--- config.mk ---
export PLATFORM = sky130hd
export DESIGN_NAME = p12_cfg_loader
export DESIGN_NICKNAME = d
export VERILOG_FILES = /design/src/rtl/p12_cfg_loader.sv
export SDC_FILE = /design/constraint.sdc
export NUM_CORES = 1
export LEC_CHECK = 0
export ABC_AREA = 0
export CORE_ASPECT_RATIO = 0.6
export CORE_MARGIN = 2
export CORE_UTILIZATION = 39
export CTS_CLUSTER_SIZE = 28
export DETAILED_ROUTE_END_ITERATION = 16
export MAX_ROUTING_LAYER = met4
export SYNTH_ARGS = -nofsm -noshare
export SYNTH_HDL_FRONTEND = slang
export SYNTH_SLANG_ARGS = --single-unit
--- constraint.sdc ---
create_clock -name clk -period 2 [get_ports clk]
set_input_delay 0.4 -clock clk [delete_from_list [all_inputs] [get_ports clk]]
set_output_delay 0.4 -clock clk [all_outputs]
set_load 0.02 [all_outputs]
--- src/rtl/p12_cfg_loader.sv ---
// p12_cfg_loader: configuration sequencer for the 8x8 rotating-tile grid.
// Takes a byte stream of tile configuration bits and shifts it into the grid
// scan chain at one bit per cycle. After each plane it strobes the vertical,
// horizontal and diagonal latch planes in turn. While idle it drives the
// loop-breaker enable and steps the loop-breaker class on a fixed period.
// Optional feature: define CFG_READBACK_EN to add the rb_crc output. rb_crc
// is a CRC-8 (poly 0x07) of the chain contents returned on in_sc during a load.
// All outputs are registered. They lag the internal state by one cycle.
module p12_cfg_loader #(
    parameter int CHAIN_LEN = 64,
    parameter int LB_PERIOD = 16
) (
    input  logic       clk,
    input  logic       rst_n,
    input  logic       start,
    input  logic       cfg_valid,
    input  logic [7:0] cfg_data,
    output logic       cfg_ready,
    input  logic       lb_en,
    input  logic       in_sc,
    output logic       busy,
    output logic       done,
    output logic       out_se,
    output logic       out_sc,
    output logic [1:0] out_cfg,
    output logic       out_lb,
    output logic [1:0] out_lbc
`ifdef CFG_READBACK_EN
    ,
    output logic [7:0] rb_crc
`endif
);

    localparam int BW = $clog2(CHAIN_LEN + 1);
    localparam int YW = $clog2(CHAIN_LEN / 8 + 1);
    localparam int LW = (LB_PERIOD > 1) ? $clog2(LB_PERIOD) : 1;

    localparam logic [BW-1:0] LAST_BIT        = BW'(CHAIN_LEN - 1);
    localparam logic [YW-1:0] BYTES_PER_PLANE = YW'(CHAIN_LEN / 8);
    localparam logic [LW-1:0] LB_LAST         = LW'(LB_PERIOD - 1);

    localparam logic [1:0] ST_IDLE  = 2'd0;
    localparam logic [1:0] ST_SHIFT = 2'd1;
    localparam logic [1:0] ST_LATCH = 2'd2;
    localparam logic [1:0] ST_DONE  = 2'd3;

    logic [1:0]    state_q, state_d;
    logic [1:0]    plane_q, plane_d;
    logic [BW-1:0] bit_cnt_q, bit_cnt_d;
    logic [YW-1:0] byte_cnt_q, byte_cnt_d;
    logic [7:0]    buf_q, buf_d;
    logic          buf_valid_q, buf_valid_d;
    logic [2:0]    buf_idx_q, buf_idx_d;
    logic [LW-1:0] lb_cnt_q, lb_cnt_d;

    logic          cfg_ready_q, cfg_ready_d;
    logic          busy_q, busy_d;
    logic          done_q, done_d;
    logic          out_se_q, out_se_d;
    logic          out_sc_q, out_sc_d;
    logic [1:0]    out_cfg_q, out_cfg_d;
    logic          out_lb_q, out_lb_d;
    logic [1:0]    out_lbc_q, out_lbc_d;

    logic          start_s;
    logic          accept_s;
    logic          shift_s;

    // Start is taken only in IDLE after the previous load has fully retired.
    // A byte is taken on the valid/ready handshake. A bit shifts out on each
    // SHIFT cycle that has a full buffer.
    assign start_s  = (state_q == ST_IDLE) && !busy_q && start;
    assign accept_s = cfg_valid && cfg_ready_q;
    assign shift_s  = (state_q == ST_SHIFT) && buf_valid_q;

    // Next-state logic for the sequencer, byte buffer, outputs and loop breaker
    always_comb begin
        state_d     = state_q;
        plane_d     = plane_q;
        bit_cnt_d   = bit_cnt_q;
        byte_cnt_d  = byte_cnt_q;
        buf_d       = buf_q;
        buf_valid_d = buf_valid_q;
        buf_idx_d   = buf_idx_q;
        out_se_d    = 1'b0;
        out_sc_d    = out_sc_q;
        out_cfg_d   = 2'd0;
        done_d      = 1'b0;

        case (state_q)
            ST_IDLE: begin
                if (start_s) begin
                    state_d     = ST_SHIFT;
                    plane_d     = 2'd0;
                    bit_cnt_d   = {BW{1'b0}};
                    byte_cnt_d  = {YW{1'b0}};
                    buf_d       = 8'h00;
                    buf_valid_d = 1'b0;
                    buf_idx_d   = 3'd0;
                end else begin
                    state_d = ST_IDLE;
                end
            end
            ST_SHIFT: begin
                if (shift_s) begin
                    out_se_d  = 1'b1;
                    out_sc_d  = buf_q[3'd7 - buf_idx_q];
                    bit_cnt_d = bit_cnt_q + BW'(1);
                    buf_idx_d = buf_idx_q + 3'd1;
                    if (buf_idx_q == 3'd7) begin
                        buf_valid_d = 1'b0;
                    end else begin
                        buf_valid_d = 1'b1;
                    end
                    if (bit_cnt_q == LAST_BIT) begin
                        state_d = ST_LATCH;
                    end else begin
                        state_d = ST_SHIFT;
                    end
                end else begin
                    state_d = ST_SHIFT;
                end
                // A new byte replaces the buffer as its last bit goes out, so
                // back-to-back bytes keep the chain moving every cycle.
                if (accept_s) begin
                    buf_d       = cfg_data;
                    buf_valid_d = 1'b1;
                    buf_idx_d   = 3'd0;
                    byte_cnt_d  = byte_cnt_q + YW'(1);
                end else begin
                    byte_cnt_d = byte_cnt_d;
                end
            end
            ST_LATCH: begin
                out_cfg_d  = plane_q + 2'd1;
                bit_cnt_d  = {BW{1'b0}};
                byte_cnt_d = {YW{1'b0}};
                if (plane_q == 2'd2) begin
                    state_d = ST_DONE;
                end else begin
                    plane_d = plane_q + 2'd1;
                    state_d = ST_SHIFT;
                end
            end
            ST_DONE: begin
                done_d  = 1'b1;
                state_d = ST_IDLE;
            end
            default: begin
                state_d = ST_IDLE;
            end
        endcase

        // busy stays high through the done pulse and drops one cycle later.
        busy_d      = (state_d != ST_IDLE) || done_d;
        cfg_ready_d = (state_d == ST_SHIFT) &&
                      (!buf_valid_d || (buf_idx_d == 3'd7)) &&
                      (byte_cnt_d < BYTES_PER_PLANE);

        if (busy_d) begin
            out_lb_d  = 1'b0;
            out_lbc_d = 2'd0;
            lb_cnt_d  = {LW{1'b0}};
        end else if (lb_en) begin
            out_lb_d = 1'b1;
            if (lb_cnt_q == LB_LAST) begin
                lb_cnt_d  = {LW{1'b0}};
                out_lbc_d = out_lbc_q + 2'd1;
            end else begin
                lb_cnt_d  = lb_cnt_q + LW'(1);
                out_lbc_d = out_lbc_q;
            end
        end else begin
            out_lb_d  = 1'b0;
            out_lbc_d = out_lbc_q;
            lb_cnt_d  = lb_cnt_q;
        end
    end

    // State, datapath and output registers with asynchronous clear
    always_ff @(posedge clk or negedge rst_n) begin
        if (!rst_n) begin
            state_q     <= ST_IDLE;
            plane_q     <= 2'd0;
            bit_cnt_q   <= {BW{1'b0}};
            byte_cnt_q  <= {YW{1'b0}};
            buf_q       <= 8'h00;
            buf_valid_q <= 1'b0;
            buf_idx_q   <= 3'd0;
            lb_cnt_q    <= {LW{1'b0}};
            cfg_ready_q <= 1'b0;
            busy_q      <= 1'b0;
            done_q      <= 1'b0;
            out_se_q    <= 1'b0;
            out_sc_q    <= 1'b0;
            out_cfg_q   <= 2'd0;
            out_lb_q    <= 1'b0;
            out_lbc_q   <= 2'd0;
        end else begin
            state_q     <= state_d;
            plane_q     <= plane_d;
            bit_cnt_q   <= bit_cnt_d;
            byte_cnt_q  <= byte_cnt_d;
            buf_q       <= buf_d;
            buf_valid_q <= buf_valid_d;
            buf_idx_q   <= buf_idx_d;
            lb_cnt_q    <= lb_cnt_d;
            cfg_ready_q <= cfg_ready_d;
            busy_q      <= busy_d;
            done_q      <= done_d;
            out_se_q    <= out_se_d;
            out_sc_q    <= out_sc_d;
            out_cfg_q   <= out_cfg_d;
            out_lb_q    <= out_lb_d;
            out_lbc_q   <= out_lbc_d;
        end
    end

    assign cfg_ready = cfg_ready_q;
    assign busy      = busy_q;
    assign done      = done_q;
    assign out_se    = out_se_q;
    assign out_sc    = out_sc_q;
    assign out_cfg   = out_cfg_q;
    assign out_lb    = out_lb_q;
    assign out_lbc   = out_lbc_q;

`ifdef CFG_READBACK_EN
    // One MSB-first CRC-8 step, polynomial x^8 + x^2 + x + 1
    function automatic logic [7:0] crc8_step(input logic [7:0] crc, input logic bit_i);
        logic fb;
        fb = crc[7] ^ bit_i;
        return {crc[6:0], 1'b0} ^ (fb ? 8'h07 : 8'h00);
    endfunction

    logic [7:0] crc_q, crc_d;

    // Fold the returned chain bit in on every shift; restart on a new load
    always_comb begin
        if (start_s) begin
            crc_d = 8'h00;
        end else if (shift_s) begin
            crc_d = crc8_step(crc_q, in_sc);
        end else begin
            crc_d = crc_q;
        end
    end

    // Readback checksum register
    always_ff @(posedge clk or negedge rst_n) begin
        if (!rst_n) begin
            crc_q <= 8'h00;
        end else begin
            crc_q <= crc_d;
        end
    end

    assign rb_crc = crc_q;
`else
    logic unused_in_sc_s;
    assign unused_in_sc_s = in_sc;
`endif

endmodule

==> Word level (Yosys, flattened, before mapping) <==
Index checks and enable logic that the tools add are counted.
{ "word_totals": {"inputBits": 14, "output_inout_bits": 10, "regBits": 41, "wordCells": 100} }
{ "op_classes": {"n_reduce_logical": 22, "n_mux": 40, "n_addsub": 7, "order_cmp": 2, "eq_ne": 13} }
{ "ops": {"columns": ["cell", "count"], "rows": [
  ["7-bit one-hot mux with 3 select lines", 1],
  ["4-bit two-way mux", 5],
  ["2-bit two-way mux", 9],
  ["8-bit two-way mux", 2],
  ["8-bit one-hot mux with 2 select lines", 1],
  ["7-bit two-way mux", 2],
  ["4-bit one-hot mux with 3 select lines", 1],
  ["1-bit two-way mux", 11],
  ["2-bit nonzero test", 5],
  ["3-bit two-way mux", 3],
  ["3-bit AND reduction", 3],
  ["4-bit by 1-bit adder with 4-bit output (second input constant)", 2],
  ["2-bit inequality test (second input constant)", 4],
  ["2-bit one-hot mux with 4 select lines", 1],
  ["7-bit by 1-bit adder with 7-bit output (second input constant)", 1],
  ["7-bit by 6-bit equality test with 1-bit output (second input constant)", 1],
  ["2-bit equality test (second input constant)", 3],
  ["3-bit equality test (second input constant)", 2],
  ["1-bit logical AND", 6],
  ["3-bit one-hot mux with 2 select lines", 1],
  ["2-bit by 1-bit adder with 2-bit output (second input constant)", 2],
  ["2-bit by 1-bit equality test with 1-bit output (second input constant)", 2],
  ["4-bit equality test (second input constant)", 1],
  ["3-bit by 4-bit < comparator with 1-bit output (second input constant)", 1],
  ["11 further kinds", 14]
]} }

==> Depth between registers and ports, before layout <==
Gate-level depths: netlist (run 1).
{ "logic_depth": {"word_depth": 9, "mapped_depth": 8, "mapped_depth_nobuf": 7} }

==> Worst setup path before layout (run 1) <==
OpenSTA, ideal clock, no wires.
{ "synth_path": {"path_type": "reg2reg", "startpoint": "register busy_q (netlist: busy)", "endpoint": "register byte_cnt_q[1]", "required_time_ns": 1.879, "period_less_slack_ns": 1.499, "setup_slack_ns": 0.501, "stages_incl_launch_ff": 8, "setup_time_ns": 0.121, "path_buffers": 1, "arrival_ns": 1.378, "cell_sequence": "dfrtp_1 -> nand2b_1 -> a21oi_4 -> nor2_1 -> inv_1 -> buf_4 -> nand2_1 -> a22o_1"} }
{ "synth_via": {"elab_chain_len": 5} }
{ "synth_lines": {"columns": ["item", "line", "rtl"], "rows": [
  ["start: declaration", "57", "logic busy_q, busy_d;"],
  ["start signal: assignment", "209", "busy_q <= busy_d;"],
  ["1-bit logical NOT", "72", "assign start_s = (state_q == ST_IDLE) && !busy_q && start;"],
  ["1-bit logical AND (2 in series)", "72", null],
  ["4-bit two-way mux", "92", "if (start_s) begin"],
  ["4-bit one-hot mux with 3 select lines", "90", "case (state_q)"],
  ["end signal: assignment", "186", "byte_cnt_q <= {YW{1'b0}};"],
  ["end signal: assignment", "203", "byte_cnt_q <= byte_cnt_d;"],
  ["end: declaration", "50", "logic [YW-1:0] byte_cnt_q, byte_cnt_d;"]
]} }
Every way passes these cells.
A chain may end at the register's enable or synchronous reset.

==> Worst setup path after layout (run 1) <==
{ "layout_path": {"startpoint": "register out_lbc_q[1] (netlist: out_lbc[1])", "endpoint": "output out_lbc[1]"} }
{ "layout_lines": {"columns": ["item", "line", "rtl"], "rows": [
  ["start: declaration", "63", "logic [1:0] out_lbc_q, out_lbc_d;"],
  ["start signal: assignment", "215", "out_lbc_q <= out_lbc_d;"],
  ["end: declaration", "27", "output logic [1:0] out_lbc"]
]} }
No word-level cell between the ends.

==> impl_metrics.py, run 1 <==
metrics = {
    "final_layout": {
        "register_area_sq_um": 1030,
        "fill_cells": 446,
        "drive_gt1_share_pct": 11.8,
        "n_antenna_cell": 0,
        "design_area_sq_um": 2330,
        "syn_to_final_growth_pct": 21.6,
        "fin_nets": 230,
        "multi_input_area_sq_um": 816,
    },
    "power": {
        "comb_power_share_pct": 32.0,
        "swShare_pct": 33.7,
        "power_frac_seq_pct": 47.2,
        "max-vdd-ir-drop_mv": 0.573,
        "switchingPower_uw": 943,
        "p_int_mw": 1.86,
        "power_density_nw_per_um2": 1200,
        "p_clk_share_pct": 20.8,
        "p_leak_nw": 1.03,
    },
    "setup_path": {
        "cp_data_required_time_ns": 1.60,
        "slowest_stage": "clkdlybuf4s50_1",
        "reg2reg_slack_ns": 0.40,
        "reg2regPathDepth": 5,
        "start_kind": "register",
        "crit_arrival_ns": 1.28,
        "worstPathCellList": "clkdlybuf4s50_1",
        "max_stage_delay_ns": 0.62,
        "r2r_end": "cfg_ready$_DFF_PN0_",
        "crit_path_end_kind": "output pin",
        "reg2reg_from": "state_q[0]$_DFF_PN0_",
        "cpLargestDelayFamily": "buffers and inverters",
        "worstPathMaxFanout": 2,
        "cp_num_buf_inv": 1,
        "critPathKind": "register to output pin",
    },
    "synthesis": {
        "ys_seq_elements": 41,
        "synth_xor_area_share_pct": 4.12,
        "synth-edff-count": 0,
        "synth_top_cells_by_area": "dfrtp_1 54%, a22o_1 4.1%, nor2_1 4.1%",
        "yosys_warnings": 0,
        "yosys.area_share.adder_pct": 3.92,
        "synth_cells": 179,
        "synth_top_family_by_area": "simple AND/OR/NAND/NOR gates",
        "synthArstFlopShare_pct": 100,
        "syn_nets": 199,
        "synth_cell_type_count": 40,
        "yosys.area.top_type": "dfrtp_1",
        "synth-simple-area-share_pct": 15.7,
        "synth_compound_area_share_pct": 14.9,
        "yosysTopAreaCellShare_pct": 53.6,
        "syn_avg_cell_area_sq_um": 10.7,
        "synth_mux_area_share_pct": 3.99,
        "synth_area_sq_um": 1910,
        "seq_area_frac_synth_pct": 53.6,
        "synth-main-ff-cell": "dfrtp_1",
    },
    "timing": {
        "period_share_pct": 84.2,
        "period_needed_ns": 1.68,
        "slew_headroom_pct": 67.4,
        "finalMaxSlewViolations": 0,
        "hold_violations": 0,
        "fin_skew_ns": 0.0138,
        "max_freq_mhz": 594,
        "tightestPinTransition_ns": 0.489,
        "holdWs_ns": 0.0621,
        "rsz0062_at_grt": "false",
        "fin_tns_setup_ns": 0,
        "setup_viol": 0,
    },
    "clock_tree": {
        "cts_tree": "built",
        "cts-buffers-inserted": 5,
        "cts-resized-gates": 0,
        "clkTransAtPathRegs_ns": 0.08,
        "clock_sinks": 41,
        "cts_setup_buffers": 0,
        "cts_root_buf": "clkbuf_8",
        "cts.hold.buffers_added": 0,
        "ctsLongestPathBuffers": 2,
        "h-tree-depth": 2,
        "clkLatencyLatePin_ns": 0.29,
    },
    "placement": {
        "dpl-instance-area_sq_um": 2230,
        "io_buffers": 22,
        "place.gp.congestion": 0.887,
        "hpwl_um": 2910,
    },
    "run_status": {
        "run_status": "finished clean",
    },
    "floorplanning": {
        "io_pins": 24,
        "core_sq_um": 4640,
        "start_util_pct": 41.3,
        "rows": 19,
        "die_width_um": 94.4,
        "dieArea_sq_um": 5500,
        "die_h_um": 58.3,
    },
    "global_routing": {
        "antenna_found_initial": 0,
        "track_usage_pct": 16.3,
        "grt_max_degree": 23,
        "grt_pass1_vias": 1433,
        "globalRouteOverflowTotal": 0,
        "grt_pass1_wl_um": 6590,
    },
    "flow_run": {
        "drv_cap": 0,
    },
    "drt": {
        "vias_per_cell": 5.14,
        "routed_wl_um": 3780,
        "antenna_left": 0,
        "drt-pass1-iter-count": 4,
        "routedWlPerCell_um": 13.8,
        "vias": 1407,
        "drtIter0Drc": 65,
        "drc_errors": 0,
    },
    "min_path": {
        "min_path_type": "input pin to async pin",
    },
}
## metrics by stage
| stage | utilization [%] | setup WS [ns] | total power, mW | cells |
|---|---|---|---|---|
| floorplan | - | 0.501 | 1.94 | 179 |
| global placement | 48.0 | 0.115 | 2.19 | 266 |
| detailed placement | 48.0 | 0.0906 | 2.24 | 266 |
| CTS | 50.2 | 0.305 | 2.83 | 274 |
| global route | 50.2 | 0.230 | 3.04 | 274 |
| finish | 50.2 | 0.315 | 2.80 | 274 |
## layout by cell type, fill, tap and decap left out, types with 2 or more instances in the layout
master,Yosys,routed
dfrtp_1,41,41
ha_1,6,6
a22oi_1,2,2
a22o_1,9,9
o21ai_0,13,13
mux2i_1,2,2
xnor2_1,4,4
a21oi_1,8,8
clkbuf_8,0,7
nand4_1,2,2
mux4_2,2,2
clkdlybuf4s50_1,0,21
and3_1,2,2
nand3_1,7,7
nand2b_1,2,2
xor2_1,5,5
inv_1,9,9
nand2_1,17,17
nor2_1,21,21
nor3_1,3,3
buf_4,1,7
## power by group through the flow
stage | Clock [mW] | Sequential [mW] | Combinational, mW
finish | 0.581 | 1.32 | 0.896
global route | 0.634 | 1.36 | 1.04
CTS | 0.596 | 1.33 | 0.908
detailed placement | 0 | 1.34 | 0.899
global placement | 0 | 1.32 | 0.868
floorplan | 0 | 1.29 | 0.650
## cells in the mapped netlist, drive strengths merged, types with 2 or more instances
cell type and number:
dfrtp 41, nor2 21, nand2 18, o21ai 14
inv 10, a21oi 9, a22o 9, nand3 7
ha 6, buf 5, xor2 5, xnor2 4
nor3 3, a22oi 2, and3 2, mux2i 2
mux4 2, nand2b 2, nand4 2, nor3b 2
## cell type report
| type | count | area share (%) |
|---|---|---|
| Sequential cell | 41 | 44.1 |
| Multi-Input combinational cell | 123 | 35.1 |
| Timing Repair Buffer | 29 | 11.5 |
| Clock buffer | 7 | 4.14 |
| Tap cell | 63 | 3.39 |
| Inverter | 10 | 1.61 |
| Clock inverter | 1 | 0.215 |
## cell families (layout without fill, tap and decap cells)
kind of cell               count (synthesis)  count (layout)
AOI/OAI and AO/OA                         42              42
buffers and inverters                     15              47
adders and majority gates                  6               6
and+or+nand+nor                           61              61
muxes                                      5               5
DFF                                       41              41
xor gates and xnor gates                   9               9
## metal layers
metal	up-vias	track usage, %	share of wire, %
met4	0	4.76	0.77
met5	-	-	0
met1	699	22.0	52
met3	2	4.29	2.7
met2	15	24.4	45
li1	691	-	-
## flip-flops by register name, summed over array words and instances (netlist names)
register and flops:
buf_idx_q 3, bit_cnt_q 7, buf_valid_q 1, busy 1
out_sc 1, out_cfg 2, done 1, byte_cnt_q 4
out_lbc 2, state_q 2, buf_q 8, plane_q 2
out_se 1, out_lb 1, cfg_ready 1, lb_cnt_q 4
## worst max path at each step
| stage | from | end | slack [ns] | cells after the start |
|---|---|---|---|---|
| 2_1_floorplan | busy$_DFF_PN0_ | byte_cnt_q[1]$_DFFE_PN0P_ | 0.50 | 7 |
| 3_3_place_gp | start | buf_q[5]$_DFFE_PN0P_ | 0.11 | 5 |
| 3_5_place_dp | start | buf_q[4]$_DFFE_PN0P_ | 0.09 | 5 |
| 4_1_cts | out_lbc[1]$_DFFE_PN0P_ | out_lbc[1] | 0.30 | 1 |
| 5_1_grt | state_q[0]$_DFF_PN0_ | cfg_ready$_DFF_PN0_ | 0.23 | 5 |
| 6_report | out_lbc[1]$_DFFE_PN0P_ | out_lbc[1] | 0.32 | 1 |
Power figures use the tool's default switching activity.
==> inputs of run 2 (changes only) <==
Clock period 2 ns to 1.6 ns, I/O delays scaled along.
==> run 2 against run 1 <==
  * Die area stayed put
  * Clock skew is 0.010 ns lower
  * Count of clock-buffer cells in the layout stayed put
  * Non-clock buffer count is 10 higher
  * Cell count is 3.6% higher
  * Combinational power is 41% higher
  * Largest power group unchanged
  * Highest routed layer unchanged
==> impl_metrics.py, run 2 (synthesis gave the netlist of run 1 again) <==
metrics = {
    "run_status": {
        "run_status": "finished clean",
    },
    "final_layout": {
        "top_regs": "buf_q (8), bit_cnt_q (7)",
        "largest_register_ffs": 8,
        "regMostFlops": "buf_q",
        "n_antenna_cell": 0,
        "drive_gt1_share_pct": 17.2,
        "fin_nets": 240,
        "final_cells": 284,
        "layout_commonest_cell": "dfrtp_1",
        "final_cell_mix": "40 x dfrtp_1, 20 x nor2_1, 17 x nand2_1, 17 x clkdlybuf4s50_1, 17 x buf_4",
        "syn_to_final_growth_pct": 27.1,
    },
    "floorplanning": {
        "core_sq_um": 4640,
        "dieArea_sq_um": 5500,
        "io_pins": 24,
        "die_width_um": 94.4,
        "rows": 19,
        "start_util_pct": 41.3,
        "die_h_um": 58.3,
    },
    "drt": {
        "drc_errors": 0,
        "routedWlPerCell_um": 14.0,
        "vias_per_cell": 5.10,
        "antenna_left": 0,
        "drtIter0Drc": 46,
        "vias": 1449,
        "drt-pass1-iter-count": 4,
        "routed_wl_um": 3970,
    },
    "setup_path": {
        "max_stage_delay_ns": 0.60,
        "crit_arrival_ns": 1.23,
        "slowest_stage": "clkdlybuf4s50_1",
        "cpLargestDelayFamily": "buffers and inverters",
        "worstPathMaxFanout": 2,
        "reg2regPathDepth": 5,
        "cp_data_required_time_ns": 1.28,
        "worstPathCellList": "clkdlybuf4s50_1",
        "reg2reg_slack_ns": 0.06,
        "r2r_end": "cfg_ready$_DFF_PN0_",
        "critPathKind": "register to output pin",
        "crit_path_end_kind": "output pin",
        "cp_num_buf_inv": 1,
        "start_kind": "register",
        "reg2reg_from": "state_q[1]$_DFF_PN0_",
    },
    "clock_tree": {
        "ctsLongestPathBuffers": 2,
        "cts-buffers-inserted": 5,
        "cts.hold.buffers_added": 0,
        "cts_tree": "built",
        "clock_sinks": 41,
        "clkTransAtPathRegs_ns": 0.08,
        "h-tree-depth": 2,
        "cts_setup_buffers": 0,
        "clkLatencyLatePin_ns": 0.29,
        "cts_root_buf": "clkbuf_8",
    },
    "timing": {
        "rsz0062_at_grt": "true",
        "slew_headroom_pct": 66.3,
        "period_share_pct": 97.1,
        "period_needed_ns": 1.55,
        "finalMaxSlewViolations": 0,
        "hold_violations": 0,
        "fin_skew_ns": 0.00363,
        "max_freq_mhz": 644,
        "setup_viol": 0,
        "tightestPinTransition_ns": 0.506,
        "holdWs_ns": 0.0841,
    },
    "global_routing": {
        "antenna_found_initial": 0,
        "grt_max_degree": 42,
        "track_usage_pct": 16.7,
        "globalRouteOverflowTotal": 0,
        "grt_pass1_vias": 1456,
        "grt_pass1_wl_um": 6710,
    },
    "power": {
        "p_int_mw": 2.51,
        "power_frac_seq_pct": 43.5,
        "comb_power_share_pct": 33.7,
        "total_power_mw": 3.73,
        "p_clk_share_pct": 22.8,
        "power_density_nw_per_um2": 1530,
        "swShare_pct": 32.7,
        "p_leak_nw": 1.10,
        "switchingPower_mw": 1.22,
        "max-vdd-ir-drop_mv": 0.710,
    },
    "placement": {
        "io_buffers": 22,
        "place.gp.congestion": 0.894,
        "hpwl_um": 2950,
        "dp.cells": 276,
    },
    "flow_run": {
        "drv_cap": 0,
    },
    "min_path": {
        "min_path_type": "input pin to async pin",
    },
}
## run 2: final cells by class
cell class	count	area [sq um]
fillers	429	2200
flip-flops and latches	41	1030
multi-input cells	123	827
repair buffers	39	345
clock buffers	7	86.3
well taps	63	78.8
inverters	10	37.5
clock inverters	1	30.0
## run 2: metrics by stage
step	utilization (%)	setup TNS, ns	instance area (sq um)	setup slack [ns]
2_1_floorplan	-	0	1910	0.101
3_3_place_gp	49.6	-2.65	2300	-0.203
3_5_place_dp	49.6	-3.20	2300	-0.231
4_1_cts	52.1	0	2410	0.0000611
5_1_grt	52.5	-0.0417	2430	-0.0417
6_report	52.5	0	2430	0.0465
## run 2: layer usage
metal / global-route usage [%] / up-vias / wire length [um]
li1: - / 708 / -
met1: 21.5 / 708 / 1870
met2: 25.6 / 24 / 1900
met3: 4.55 / 9 / 133
met4: 5.80 / 0 / 61
met5: - / - / 0
## run 2: how the worst max path moves through the flow
stage | slack, ns | from | cells after the start | endpoint
floorplan | 0.10 | busy$_DFF_PN0_ | 7 | byte_cnt_q[1]$_DFFE_PN0P_
global placement | -0.20 | start | 6 | cfg_ready$_DFF_PN0_
detailed placement | -0.23 | start | 6 | cfg_ready$_DFF_PN0_
CTS | 0.00006 | busy$_DFF_PN0_ | 1 | busy
global route | -0.04 | state_q[1]$_DFF_PN0_ | 5 | cfg_ready$_DFF_PN0_
finish | 0.05 | out_sc$_DFFE_PN0P_ | 1 | out_sc
## run 2: power groups by stage
stage / logic (mW) / clock network (mW) / registers, mW
CTS: 1.26 / 0.875 / 1.62
floorplan: 0.812 / 0 / 1.61
global route: 1.39 / 0.923 / 1.67
detailed placement: 1.26 / 0 / 1.64
finish: 1.26 / 0.850 / 1.62
global placement: 1.19 / 0 / 1.62
## run 2: repair_timing
item,in CTS,in global routing
setup endpoints to repair,2,13
resized for setup,2,6
gates cloned,0,0
